`config.mk`:
```
export PLATFORM = sky130hd
export DESIGN_NAME = fret_event_arbiter
export DESIGN_NICKNAME = d
export VERILOG_FILES = /design/src/rtl/fret_event_arbiter.sv
export SDC_FILE = /design/constraint.sdc
export NUM_CORES = 1
export LEC_CHECK = 0
export CAP_MARGIN = 30
export CORE_ASPECT_RATIO = 0.75
export CORE_UTILIZATION = 45
export CTS_BUF_LIST = sky130_fd_sc_hd__clkbuf_4 sky130_fd_sc_hd__clkbuf_8
export CTS_CLUSTER_DIAMETER = 50
export DETAILED_ROUTE_END_ITERATION = 8
export PLACE_DENSITY = 0.68
export SYNTH_ARGS = -nofsm -noshare
export SYNTH_HDL_FRONTEND = slang
export SYNTH_SLANG_ARGS = --single-unit
```
`constraint.sdc`:
```
create_clock -name clk -period 7.35 [get_ports clk]
set_clock_uncertainty 0.15 [all_clocks]
set_input_delay 1.1025 -clock clk [delete_from_list [all_inputs] [get_ports clk]]
set_output_delay 1.1025 -clock clk [all_outputs]
set_load 0.01 [all_outputs]
```
`src/rtl/fret_event_arbiter.sv`:
```
// fret_event_arbiter
//
// Purpose:
//   Captures one-cycle press pulses from NLANES fret edge detectors as
//   pending requests and serializes them into one note-event stream using
//   a valid/ready handshake. The arbiter is round-robin by default. After
//   a lane's event is accepted, that lane ignores presses for LOCKOUT
//   cycles. Outside the game-play mode, the block stays flushed.
//
// Build option:
//   ARB_FIXED_PRIORITY_EN - when defined, IDLE always grants the lowest-index
//   pending lane, and the round-robin pointer is not built.
//
// Ports:
//   clk         system clock
//   n_rst       synchronous active-low reset
//   mode[2:0]   global game mode; the block is active when mode == ACTIVE_MODE
//   press[N]    one-cycle press pulses, one bit per lane
//   evt_ready   scorer accepts the offered event this cycle
//   evt_valid   event offered
//   evt_lane    lane index of the offered event
//   busy        any pending request, or an event on offer
//   drop_count  saturating count of presses lost to an already-pending lane
//
// States:
//   IDLE  | no event on offer; picks the next pending lane
//   OFFER | evt_valid high, evt_lane frozen until the handshake

module fret_event_arbiter #(
    parameter int  NLANES      = 4,
    parameter int  LOCKOUT     = 15,
    parameter int  ACTIVE_MODE = 4,
    localparam int LW          = $clog2(NLANES)
) (
    input  logic              clk,
    input  logic              n_rst,
    input  logic [2:0]        mode,
    input  logic [NLANES-1:0] press,
    input  logic              evt_ready,
    output logic              evt_valid,
    output logic [LW-1:0]     evt_lane,
    output logic              busy,
    output logic [7:0]        drop_count
);

    localparam int             LCW       = (LOCKOUT > 1) ? $clog2(LOCKOUT + 1) : 1;
    localparam logic [LCW-1:0] LOCK_LOAD = LCW'(LOCKOUT);

    typedef enum logic {
        IDLE  = 1'b0,
        OFFER = 1'b1
    } state_t;

    state_t            state, state_d;
    logic [NLANES-1:0] pending, pending_d;
    logic [LCW-1:0]    lockout   [NLANES];
    logic [LCW-1:0]    lockout_d [NLANES];
    logic [LW-1:0]     lane_d, sel;
    logic [NLANES-1:0] hs_mask, capture, drop;
    logic              active, handshake, found;
    logic [3:0]        ndrops;
    logic [8:0]        drop_sum;
    logic [7:0]        drop_d;
`ifndef ARB_FIXED_PRIORITY_EN
    logic [LW-1:0]     rr, rr_d;
`endif

    assign evt_valid = (state == OFFER);
    assign busy      = (|pending) | evt_valid;

    // Lane selection from the registered pending bits only, so a press
    // captured in this cycle waits for the next IDLE evaluation.
`ifdef ARB_FIXED_PRIORITY_EN
    always_comb begin
        sel   = '0;
        found = 1'b0;
        for (int i = NLANES - 1; i >= 0; i--) begin
            if (pending[i]) begin
                sel   = LW'(i);
                found = 1'b1;
            end
        end
    end
`else
    always_comb begin
        sel   = '0;
        found = 1'b0;
        for (int k = 1; k <= NLANES; k++) begin
            logic [LW-1:0] idx;
            idx = LW'((int'(rr) + k) % NLANES);
            if (!found && pending[idx]) begin
                sel   = idx;
                found = 1'b1;
            end
        end
    end
`endif

    always_comb begin
        active    = (mode == 3'(ACTIVE_MODE));
        handshake = active && (state == OFFER) && evt_ready;
        hs_mask   = '0;
        if (handshake) begin
            hs_mask[evt_lane] = 1'b1;
        end

        // Capture. The lane being granted is treated as locked at the same edge
        // when a lockout exists. With no lockout, its pending bit is treated as
        // already cleared, so a press sets it again instead of being dropped.
        capture = '0;
        drop    = '0;
        ndrops  = '0;
        for (int i = 0; i < NLANES; i++) begin
            logic locked, held;
            locked = (lockout[i] != '0) || (hs_mask[i] && (LOCKOUT > 0));
            held   = pending[i] && !hs_mask[i];
            capture[i] = active && press[i] && !locked && !held;
            drop[i]    = active && press[i] && !locked && held;
            ndrops     = ndrops + {3'b000, drop[i]};
        end

        drop_sum = {1'b0, drop_count} + {5'b00000, ndrops};
        drop_d   = drop_sum[8] ? 8'hFF : drop_sum[7:0];

        pending_d = active ? ((pending & ~hs_mask) | capture) : '0;

        for (int i = 0; i < NLANES; i++) begin
            lockout_d[i] = '0;
            if (active) begin
                if (hs_mask[i]) begin
                    lockout_d[i] = LOCK_LOAD;
                end else if (lockout[i] != '0) begin
                    lockout_d[i] = lockout[i] - LCW'(1);
                end
            end
        end
    end

    // Next-state logic and datapath next values
    always_comb begin
        state_d = state;
        lane_d  = evt_lane;
`ifndef ARB_FIXED_PRIORITY_EN
        rr_d    = rr;
`endif
        if (!active) begin
            state_d = IDLE;
        end else begin
            case (state)
                IDLE: begin
                    if (found) begin
                        state_d = OFFER;
                        lane_d  = sel;
                    end
                end
                OFFER: begin
                    if (evt_ready) begin
                        state_d = IDLE;
`ifndef ARB_FIXED_PRIORITY_EN
                        rr_d    = evt_lane;
`endif
                    end
                end
                default: state_d = IDLE;
            endcase
        end
    end

    always_ff @(posedge clk) begin
        if (!n_rst) begin
            state      <= IDLE;
            evt_lane   <= '0;
            pending    <= '0;
            drop_count <= '0;
            for (int i = 0; i < NLANES; i++) begin
                lockout[i] <= '0;
            end
`ifndef ARB_FIXED_PRIORITY_EN
            rr         <= LW'(NLANES - 1);
`endif
        end else begin
            state      <= state_d;
            evt_lane   <= lane_d;
            pending    <= pending_d;
            drop_count <= drop_d;
            for (int i = 0; i < NLANES; i++) begin
                lockout[i] <= lockout_d[i];
            end
`ifndef ARB_FIXED_PRIORITY_EN
            rr         <= rr_d;
`endif
        end
    end

endmodule

```
==> flow_summary.ini <==
[run_status]
status = complete, no violations

[worst_setup_path]
critPathCaptureType = flop
required_ns = 7.39
crit_type = in -> reg
start_kind = input pin
cp_max_fo = 13
arrival_ns = 4.84

[pwr]
power.total_mw = 0.332
p_sw_mw = 0.0672
power.share.combinational = 0.042
p_clk_frac = 0.415
power_leakage_nw = 0.645
peakVddDrop_uv = 119
swShare = 0.202
power_density_nw_per_um2 = 180
internal_power_mw = 0.265
p_seq_frac = 0.543

[floorplanning]
coreArea_um2 = 3080
ios = 22
die_width_um = 69.4
die_h_um = 52.5
die_area_um2 = 3640
core.rowCount = 17
start_util = 0.497

[layout]
drive_above_1_share = 0.0842
area_growth_pct = 20.8
n_fill_cell = 243
nNetsFinal = 204
num_antenna_cells = 0
fin_util = 0.600
multi_input_area_um2 = 822
seq_area_um2 = 661

[run]
drv_cap = 0

[timing]
setup_slack_ns = 2.55
period_minus_slack_ns = 4.80
finalSetupViolCount = 0
slew_viol_final = 0
worst_slew_pin_slew_ns = 0.575
fmax_mhz = 208
tns_ns = 0
hold_violations = 0
finalCritPeriodShare = 0.653
holdWs_ns = 0.352
rsz0062_at_grt = no
max-slew-margin-rel = 0.615

[clock_tree]
post_cts_resized = 0
numCtsBuffers = 5
cts_buffer_depth = 2
cts_sinks = 33
cts-root-buf = clkbuf_8
ctsHoldBuffers = 0
cts_setup_buffers = 0
worst_setup_hold_path_clk_slew_ns = 0.06
tritoncts = yes
htree_levels = 2
clkLatencyLatePin_ns = 0.28

[placement]
dpl_worst_slack_ns = 2.31
globalplace.congestion = 0.869
place.port_buffers = 21
place.detailed.hpwl_mm = 2.33

[yosys]
synthArstFlopShare = 0
synth_flop_cell = dfxtp_1
synth_top_area_frac = 0.431
synth_edf_count = 0
syn_nets = 182
synth_common_cells = 33 x dfxtp_1, 20 x a21oi_1, 9 x nor2_1, 9 x o21ai_0, 8 x nor3_1
synth_most_common_cell = dfxtp_1
ys_warn_count = 0
syn_area_um2 = 1530
synth.avg_cell_area_um2 = 9.12
syn_inst = 168
synth-seq-cells = 33
yosys.area.top_type = dfxtp_1
synth.area.top_cells = dfxtp_1 43%, a21oi_1 6.5%, fa_1 3.9%
ys_seq_area_frac = 0.431
synth_cell_types = 39

[global_route]
grt_usage = 0.197
grt_pass1_vias = 1204
overflow = 0
grt_max_degree = 19
grt_pass1_wl_mm = 5.49
antenna_found_initial = 0

[detailed_routing]
ant_nets = 0
dr_wl_met2_mm = 1.31
highest_layer = met4
wl_mm = 3.18
vias_per_cell = 5.84
drtIter0Drc = 44
vias = 1331
wl_met3_um = 160
drc = 0
m1WireLength_mm = 1.67
wl_per_cell_um = 13.9
dr.pass1.iters = 4

[hold_path]
hold_path.class = reg -> reg
==> flip-flops by register name (all words and copies together) (netlist names) <==
| name | cells |
|---|---|
| drop_count | 8 |
| evt_lane | 2 |
| evt_valid | 1 |
| lockout | 16 |
| pending | 4 |
| rr | 2 |
==> final timing paths <==
| kind | to | slack [ns] | from | cells past startpoint |
|---|---|---|---|---|
| min reg2reg | lockout[0][3]$_SDFF_PN0_ | 0.35 | lockout[0][3]$_SDFF_PN0_ | 2 |
| min | lockout[0][3]$_SDFF_PN0_ | 0.35 | lockout[0][3]$_SDFF_PN0_ | 2 |
| max | drop_count[2]$_SDFF_PN0_ | 2.55 | mode[1] | 13 |
| max reg2reg | drop_count[2]$_SDFF_PN0_ | 3.87 | evt_valid$_SDFF_PN0_ | 11 |
==> cells in the final DEF (no fill, tap or decap), types with 4 or more instances in the layout <==
cell / Yosys / routed
clkbuf_8: 0 / 6
and3_1: 6 / 6
inv_1: 5 / 5
nand2_1: 6 / 6
nand2b_1: 4 / 4
o2111a_1: 4 / 4
nand4_1: 6 / 6
clkdlybuf4s50_1: 0 / 21
nand3b_1: 5 / 5
o21ai_0: 9 / 9
dfxtp_1: 33 / 33
or2_2: 5 / 5
nand3_1: 5 / 5
a31oi_1: 5 / 5
o31ai_1: 4 / 4
nor2_1: 9 / 9
nor3_1: 8 / 8
a21oi_1: 20 / 20
a21boi_0: 5 / 5
==> cell families after synthesis <==
group	after synthesis	synth area share
AO/OA/AOI/OAI	53	0.224
AND/OR/NAND/NOR	64	0.248
adder cells (fa/ha/maj)	4	0.0474
buffers and inverters	11	0.0319
XOR/XNOR	3	0.0172
flip-flops	33	0.431
==> critical path: stages <==
cell and delay (ns):
clkdlybuf4s50_1 0.44, nor3b_4 0.49, nand3_2 0.16, or3_1 0.44, nand4_1 0.17, fa_1 0.45, fa_1 0.45, inv_1 0.08
fa_1 0.20, and3_1 0.20, and2_1 0.19, nand4_1 0.21, a21boi_0 0.25
==> routing by layer <==
layer  track usage  vias to the layer above
met1         0.278                      620
met2         0.286                       35
met5             0                        -
met3        0.0519                        5
li1              -                      671
met4        0.0748                        0
==> power groups by stage <==
stage	logic, mW	registers, mW	clock network, mW
floorplan	0.00668	0.184	0
global route	0.0153	0.180	0.150
finish	0.0141	0.180	0.138
CTS	0.0141	0.180	0.142
global placement	0.0138	0.184	0
detailed placement	0.0139	0.184	0
==> area by class of cell <==
cell class | instances | area share
multi-input combinational | 124 | 0.445
inverter | 5 | 0.0101
sequential | 33 | 0.357
clock buffer | 7 | 0.0487
tap | 38 | 0.0257
timing repair buffer | 21 | 0.114
==> stage by stage <==
step                      cells  cell area, um2
after CTS                   228            1850
final                       228            1850
after floorplan             168            1530
after global routing        228            1850
after detailed placement    221            1760
after global placement      221            1760
Note: power is estimated with default switching activity, not from simulation.
